[config.mk]
export PLATFORM = sky130hd
export DESIGN_NAME = j_upcntn
export DESIGN_NICKNAME = d
export VERILOG_FILES = /design/src/rtl/j_upcntn.sv
export SDC_FILE = /design/constraint.sdc
export NUM_CORES = 1
export LEC_CHECK = 0
export ABC_AREA = 1
export BUFFER_PORTS_ARGS = -buffer_cell sky130_fd_sc_hd__clkbuf_2
export CAP_MARGIN = 20
export CORE_ASPECT_RATIO = 1.1
export CORE_MARGIN = 4
export CORE_UTILIZATION = 40
export DETAILED_ROUTE_END_ITERATION = 6
export GPL_TIMING_DRIVEN = 0
export HOLD_SLACK_MARGIN = 0.05
export SYNTH_ARGS = -nofsm -noshare
export SYNTH_HDL_FRONTEND = slang
export SYNTH_SLANG_ARGS = --single-unit
[constraint.sdc]
create_clock -name sys_clk -period 4.7 [get_ports sys_clk]
set_input_delay 0.235 -clock sys_clk [delete_from_list [all_inputs] [get_ports sys_clk]]
set_output_delay 0.235 -clock sys_clk [all_outputs]
set_load 0.005 [all_outputs]
[src/rtl/j_upcntn.sv]
// j_upcntn: cascadable WIDTH-bit counter with clear, load, reload register and free-run/one-shot/auto-reload terminal modes.
// Defining J_UPCNTN_DOWN_EN adds the dn input for down counting (terminal value 0, co becomes borrow-out).
module j_upcntn #(
   parameter int WIDTH = 16
) (
   input  logic             sys_clk,
   input  logic             resl,
   input  logic             ci,
   input  logic             clr,
   input  logic             ld,
   input  logic [WIDTH-1:0] d,
   input  logic [1:0]       mode,
`ifdef J_UPCNTN_DOWN_EN
   input  logic             dn,
`endif
   output logic [WIDTH-1:0] q,
   output logic             co,
   output logic             tc,
   output logic             done
);

   localparam logic [WIDTH-1:0] ONES = {WIDTH{1'b1}};
   localparam logic [WIDTH-1:0] ZERO = {WIDTH{1'b0}};
   localparam logic [WIDTH-1:0] ONE  = {{(WIDTH-1){1'b0}}, 1'b1};

   logic [WIDTH-1:0] q_r;
   logic [WIDTH-1:0] rld_r;
   logic             tc_r;
   logic             done_r;
   logic [WIDTH-1:0] q_nxt_s;
   logic [WIDTH-1:0] rld_nxt_s;
   logic             tc_nxt_s;
   logic             done_nxt_s;
   logic [WIDTH-1:0] term_s;
   logic [WIDTH-1:0] step_s;
   logic             dn_s;
   logic             at_term_s;

`ifdef J_UPCNTN_DOWN_EN
   assign dn_s = dn;
`else
   assign dn_s = 1'b0;
`endif

   // Terminal value and single step in the current direction; the step wraps modulo 2^WIDTH
   always_comb begin
      term_s = ONES;
      step_s = q_r + ONE;
      if (dn_s) begin
         term_s = ZERO;
         step_s = q_r - ONE;
      end else begin
         term_s = ONES;
         step_s = q_r + ONE;
      end
   end

   assign at_term_s = (q_r == term_s);
   // Carry/borrow is combinational so a whole stack of stages advances in the same cycle
   assign co        = ci & at_term_s & ~done_r;

   // Next state: clr beats ld beats count; an expired one-shot ignores ci
   always_comb begin
      q_nxt_s    = q_r;
      rld_nxt_s  = rld_r;
      tc_nxt_s   = 1'b0;
      done_nxt_s = done_r;
      if (clr) begin
         q_nxt_s    = ZERO;
         done_nxt_s = 1'b0;
      end else if (ld) begin
         q_nxt_s    = d;
         rld_nxt_s  = d;
         done_nxt_s = 1'b0;
      end else if (ci && !done_r) begin
         if (!at_term_s) begin
            q_nxt_s = step_s;
         end else begin
            tc_nxt_s = 1'b1;
            case (mode)
               2'b01: begin
                  q_nxt_s    = q_r;
                  done_nxt_s = 1'b1;
               end
               2'b10:   q_nxt_s = rld_r;
               default: q_nxt_s = step_s;
            endcase
         end
      end else begin
         q_nxt_s = q_r;
      end
   end

   // State registers
   always_ff @(posedge sys_clk or negedge resl) begin
      if (!resl) begin
         q_r    <= ZERO;
         rld_r  <= ZERO;
         tc_r   <= 1'b0;
         done_r <= 1'b0;
      end else begin
         q_r    <= q_nxt_s;
         rld_r  <= rld_nxt_s;
         tc_r   <= tc_nxt_s;
         done_r <= done_nxt_s;
      end
   end

   assign q    = q_r;
   assign tc   = tc_r;
   assign done = done_r;

endmodule

==> impl_metrics.py, run 1 <==
metrics = {
    "timing": {
        "setup_viol": 0,
        "fmax_mhz": 426,
        "finalMaxSlewViolations": 0,
        "finalHoldViolations": 0,
        "slew_headroom_pct": 40.1,
        "fin_crit_ns": 2.35,
        "fin_crit_sh_pct": 49.9,
        "skew_ns": 0.00665,
        "worst_pin_slew_ns": 0.898,
        "finalSetupTns_ns": 0,
        "rsz0062_at_grt": "false",
    },
    "floorplan": {
        "start_util_pct": 42.0,
        "die_h_um": 84.5,
        "die_w_um": 77.5,
        "core-area_um2": 5070,
        "fp-row-count": 27,
        "pin_count": 42,
        "dieArea_um2": 6550,
    },
    "placement": {
        "gp_congestion": 0.863,
        "place_hpwl_um": 4300,
        "port_buffers": 41,
        "placed_cells": 397,
    },
    "pwr": {
        "irDropWorstVdd_mv": 0.123,
        "p_per_area_nw_per_um2": 281,
        "leakage_uw": 0.00125,
    },
    "synth": {
        "syn-cell-area_um2": 2130,
        "synthTopCellsByArea": "dfrtp_1, nand2_1, inv_1, nor2_1, nand4_1",
        "postSynthNetCount": 322,
        "yosys_warnings": 0,
        "synth_area_leader_cell": "dfrtp_1",
        "synth_edf_count": 0,
        "ys_seq_area_share_pct": 40.0,
        "syn_inst": 298,
        "synth_cell_types": 25,
        "async_reset_ff_share_pct": 100,
        "avgSynthCellArea_um2": 7.14,
        "synthFlopType": "dfrtp_1",
        "ys_ff_latch": 34,
        "synth_top_area_share_pct": 40.0,
    },
    "critical_path": {
        "path_cells": "ha_1 -> nand2_1 -> nor2_2 -> nand2_2 -> nor2_4 -> buf_4 -> clkbuf_8 -> nand2_1 -> nor2_1 -> clkbuf_2",
        "worst-endpoint-arrival_ns": 2.11,
        "crit_family": "simple AND/OR/NAND/NOR gates",
        "critPathSlowestCell": "dfrtp_1",
        "crit_buf_inv": 3,
        "cp-end-kind": "output port",
        "cp_data_required_time_ns": 4.47,
        "critPathLaunchType": "register",
        "path_max_fanout": 10,
        "crit_top_cell": "nand2_1",
        "cp_slowest_stage_delay_ns": 0.45,
        "r2r_cells": 11,
        "cp_num_cells": 10,
        "crit_type": "register to output port",
    },
    "min_path": {
        "hold_path_class": "primary input to async pin",
    },
    "layout": {
        "antenna-diode-count": 0,
        "nets": 370,
        "layout-drive-gt1-share_pct": 20.7,
        "filler_cell_count": 546,
        "stdcell_count": 405,
        "area_growth_pct": 17.4,
    },
    "clock_tree": {
        "cts_resized": 0,
        "clk_latency_ns": 0.29,
        "htree_num_levels": 2,
        "ctsHoldBuffers": 0,
        "ctsLongestPathBuffers": 2,
        "cts_root_buf": "clkbuf_8",
        "post_cts_buffers": 0,
        "clk_pin_slew_ns": 0.07,
        "cts_tree": "built",
        "cts_num_sinks": 34,
        "cts_buffers": 5,
    },
    "drt": {
        "vias_per_cell": 5.17,
        "wirelength_um": 5950,
        "drt_iter0_drc": 123,
        "vias": 2094,
        "firstDrtPassIters": 4,
        "wl_per_cell_um": 14.7,
        "ant_nets": 0,
        "drc_errors": 0,
    },
    "global_routing": {
        "track_usage_pct": 19.7,
        "grt_pass1_wl_um": 10300,
        "grt_antenna_before_repair": 0,
        "first_global_vias": 2117,
        "grt-ovfl-total": 0,
        "grt_max_degree": 35,
    },
    "status": {
        "outcome": "completed",
    },
    "run": {
        "drv_cap": 0,
    },
}
## routing by layer
metal  up-vias  GRT usage, %  wire length [µm]
li1       1058             -                 -
met1       986          26.0              2780
met2        44          33.2              2880
met3         6          4.08               233
met4         0          4.69                57
met5         -             0                 0
## Yosys cell counts (2+ instances only)
master and number:
buf_4 2, o21ai_0 18, buf_2 2, nand2_1 64, nor2_1 37, xnor2_1 2, nand3_1 22, nor2_2 10
xor2_1 3, nand4_1 20, buf_6 3, dfrtp_1 34, a21oi_1 24, clkbuf_1 5, inv_1 39, o21bai_1 4
## flip-flops by register name, summed over array words and instances (netlist names)
register	count
done	1
rld_r	16
q	16
tc	1
## per-stage QoR
step                      util, %  setup WS, ns  hold slack, ns  power, µW  area (µm²)
after floorplan                 -          2.98         -0.0606        424        2130
after CTS                    49.3          2.34          0.0846        711        2500
after detailed placement     47.5          2.68           0.401        481        2400
after global placement       47.5          2.69           0.396        479        2400
final                        49.3          2.35          0.0615        702        2500
after global routing         49.3          2.12           0.131        747        2500
## kinds of logic (layout without fill, tap and decap cells)
kind of cell	count (synthesis)	in the layout	share of synthesized area (%)
AO/OA/AOI/OAI	46	46	11.3
XOR/XNOR	5	5	2.06
adder cells (fa/ha/maj)	1	1	0.588
buffers and inverters	53	102	11.4
flip-flops	34	34	40.0
AND/OR/NAND/NOR	159	159	34.7
## layout by cell type, fill, tap and decap left out, drive strengths merged, types with 4 or more instances in the layout
master,netlist,layout
o21bai,4,4
inv,40,40
dfrtp,34,34
buf,7,7
a21oi,24,24
nand3,24,24
nand4,20,20
o21ai,18,18
clkbuf,6,54
nor2,48,48
nand2,66,66
## area by class of cell
class,instances,area (µm²),area share [%]
plain buffers,13,91.3,3.66
clock buffers,7,86.3,3.46
clock inverters,1,5.00,0.201
inverters,40,150,6.02
multi-input cells,211,1030,41.5
flip-flops and latches,34,851,34.1
well taps,58,72.6,2.91
repair buffers,41,205,8.22
## final timing paths
check | start | to | slack (ns)
worst max-delay path | q[0] | co | 2.35
worst min-delay path | resl | rld_r[6] | 0.06
worst max register to register | q[0] | q[14] | 2.77
worst min register to register | rld_r[10] | rld_r[10] | 0.54
max in group asynchronous | resl | q[11] | 4.08
min in group sys_clk | d[5] | rld_r[5] | 0.17
## power breakdown
group | switching (µW) | leakage, µW | internal [µW]
combinational | 74.2 | 0.000769 | 48.9
clock | 108 | 0.0000482 | 118
sequential | 28.3 | 0.000430 | 323
Power figures use the tool's default switching activity.
==> inputs of run 2 (changes only) <==
==> constraint.sdc (replaced) <==
create_clock -name sys_clk -period 2.1 [get_ports sys_clk]
set_input_delay 0.105 -clock sys_clk [delete_from_list [all_inputs] [get_ports sys_clk]]
set_output_delay 0.105 -clock sys_clk [all_outputs]
set_load 0.005 [all_outputs]
==> impl_metrics.py, run 2 (same netlist as run 1, synthesis figures left out) <==
metrics = {
    "status": {
        "outcome": "completed",
    },
    "drt": {
        "wl_met3_um": 238,
        "dr_wl_met2_um": 2960,
        "ant_nets": 0,
        "drt_iter0_drc": 126,
        "firstDrtPassIters": 4,
        "wirelength_um": 6160,
        "vias": 2165,
        "vias_per_cell": 5.11,
        "wl_per_cell_um": 14.5,
        "dr.max_layer_used": "met4",
        "drt-met1-wl_um": 2900,
        "drc_errors": 0,
    },
    "timing": {
        "finalSetupTns_ns": 0,
        "fin_crit_sh_pct": 92.9,
        "fin_crit_ns": 1.95,
        "setup_viol": 0,
        "finalMaxSlewViolations": 0,
        "fmax_mhz": 512,
        "worst_pin_slew_ns": 0.896,
        "rsz0062_at_grt": "false",
        "finalHoldViolations": 0,
        "skew_ns": 0.00808,
        "slew_headroom_pct": 40.3,
        "setup_slack_ns": 0.148,
    },
    "clock_tree": {
        "clk_pin_slew_ns": 0.08,
        "cts_root_buf": "clkbuf_8",
        "clk_latency_ns": 0.29,
        "ctsLongestPathBuffers": 2,
        "cts_num_sinks": 34,
        "cts_tree": "built",
        "cts_buffers": 5,
        "htree_num_levels": 2,
    },
    "layout": {
        "final_area_um2": 2680,
        "layout_common_cells": "nand2_1, clkbuf_2, inv_1, nor2_1, dfrtp_1",
        "mostFrequentLayoutCell": "nand2_1",
        "layout-drive-gt1-share_pct": 21.6,
        "utilization_pct": 52.9,
        "antenna-diode-count": 0,
        "nets": 389,
        "area_growth_pct": 26.1,
    },
    "critical_path": {
        "crit_type": "register to register",
        "path_max_fanout": 10,
        "reg2reg_slack_ns": 0.15,
        "cp-end-kind": "register",
        "r2r-end": "q[14]",
        "worst-endpoint-arrival_ns": 2.13,
        "r2r_cells": 12,
        "critPathLaunchType": "register",
        "regToRegStartpoint": "q[0]",
        "cp_data_required_time_ns": 2.27,
    },
    "pwr": {
        "switchingPower_uw": 484,
        "clkPwrFrac_pct": 32.0,
        "leakage_uw": 0.00134,
        "p_total_uw": 1600,
        "p_per_area_nw_per_um2": 598,
        "p_int_uw": 1120,
        "seq_power_share_pct": 48.8,
        "p_sw_share_pct": 30.2,
        "pwr-share-comb_pct": 19.2,
        "irDropWorstVdd_mv": 0.281,
    },
    "floorplan": {
        "dieArea_um2": 6550,
        "pin_count": 42,
        "die_h_um": 84.5,
        "core-area_um2": 5070,
        "start_util_pct": 42.0,
        "die_w_um": 77.5,
        "fp-row-count": 27,
    },
    "global_routing": {
        "grt_antenna_before_repair": 0,
        "grt_max_degree": 35,
        "first_global_vias": 2193,
        "track_usage_pct": 20.0,
        "grt-ovfl-total": 0,
        "grt_pass1_wl_um": 10500,
    },
    "placement": {
        "place_ws_ns": 0.192,
        "place_hpwl_um": 4300,
        "placed_area_um2": 2400,
        "port_buffers": 41,
        "gp_congestion": 0.863,
    },
    "min_path": {
        "holdPathStages": 3,
        "hold_path_class": "primary input to register",
        "min_to": "rld_r[14]",
        "hold_start": "d[14]",
    },
    "run": {
        "drv_cap": 0,
    },
}
==> run 2: cell count changes in the layout (fill, tap and decap cells not counted), sizes merged <==
cell / before / now
dlygate4sd3: 0 / 13
buf: 7 / 14
clkbuf: 54 / 53
==> run 2: per-layer routing <==
layer	vias to the layer above	GRT usage (%)
met1	1014	26.2
met5	-	0
met3	6	4.08
met2	48	33.6
li1	1097	-
met4	0	5.34
==> run 2: final cells by class <==
| cell class | count | area, µm² |
|---|---|---|
| buffer | 12 | 87.6 |
| clock inverter | 1 | 5.00 |
| fill | 522 | 2380 |
| timing repair buffer | 61 | 388 |
| inverter | 40 | 150 |
| multi-input combinational | 211 | 1040 |
| tap | 58 | 72.6 |
| sequential | 34 | 851 |
| clock buffer | 7 | 86.3 |
==> run 2: through the flow <==
step / cells / hold WS [ns]
global placement: 397 / 0.266
global route: 424 / 0.0622
CTS: 420 / 0.0538
finish: 424 / 0.0514
detailed placement: 397 / 0.271
floorplan: 298 / -0.191
==> run 2: power groups by stage <==
stage / Sequential, µW / Combinational (µW) / Clock, µW
6_report: 783 / 308 / 513
5_1_grt: 795 / 350 / 557
4_1_cts: 783 / 310 / 525
3_5_place_dp: 800 / 277 / 0
3_3_place_gp: 799 / 272 / 0
2_1_floorplan: 786 / 163 / 0
==> run 2: repair_timing <==
item	CTS	global route
pin swaps	0	4
hold buffers	13	0
setup buffers	2	5
gates resized for setup	1	5
endpoints found under the setup margin	1	1
endpoints found under the hold margin	46	0
==> run 2: how the worst max path moves through the flow <==
stage / endpoint / startpoint / cells past startpoint
6_report: q[14] / q[0] / 12
5_1_grt: co / q[0] / 9
3_5_place_dp: q[0] / q[0] / 11
2_1_floorplan: q[0] / q[0] / 11
3_3_place_gp: q[2] / q[0] / 11
4_1_cts: co / q[0] / 10
==> run 2: worst max-delay path, cell delays in order, from the launching register on <==
cell and delay [ns]:
dfrtp_1 0.38, ha_2 0.21, nand2_1 0.08, nor2_2 0.16, nand2_4 0.09, buf_4 0.14
nor2_2 0.11, nand3_2 0.09, nand2_4 0.15, inv_2 0.10, buf_6 0.17, nor2_1 0.09
a21oi_1 0.05
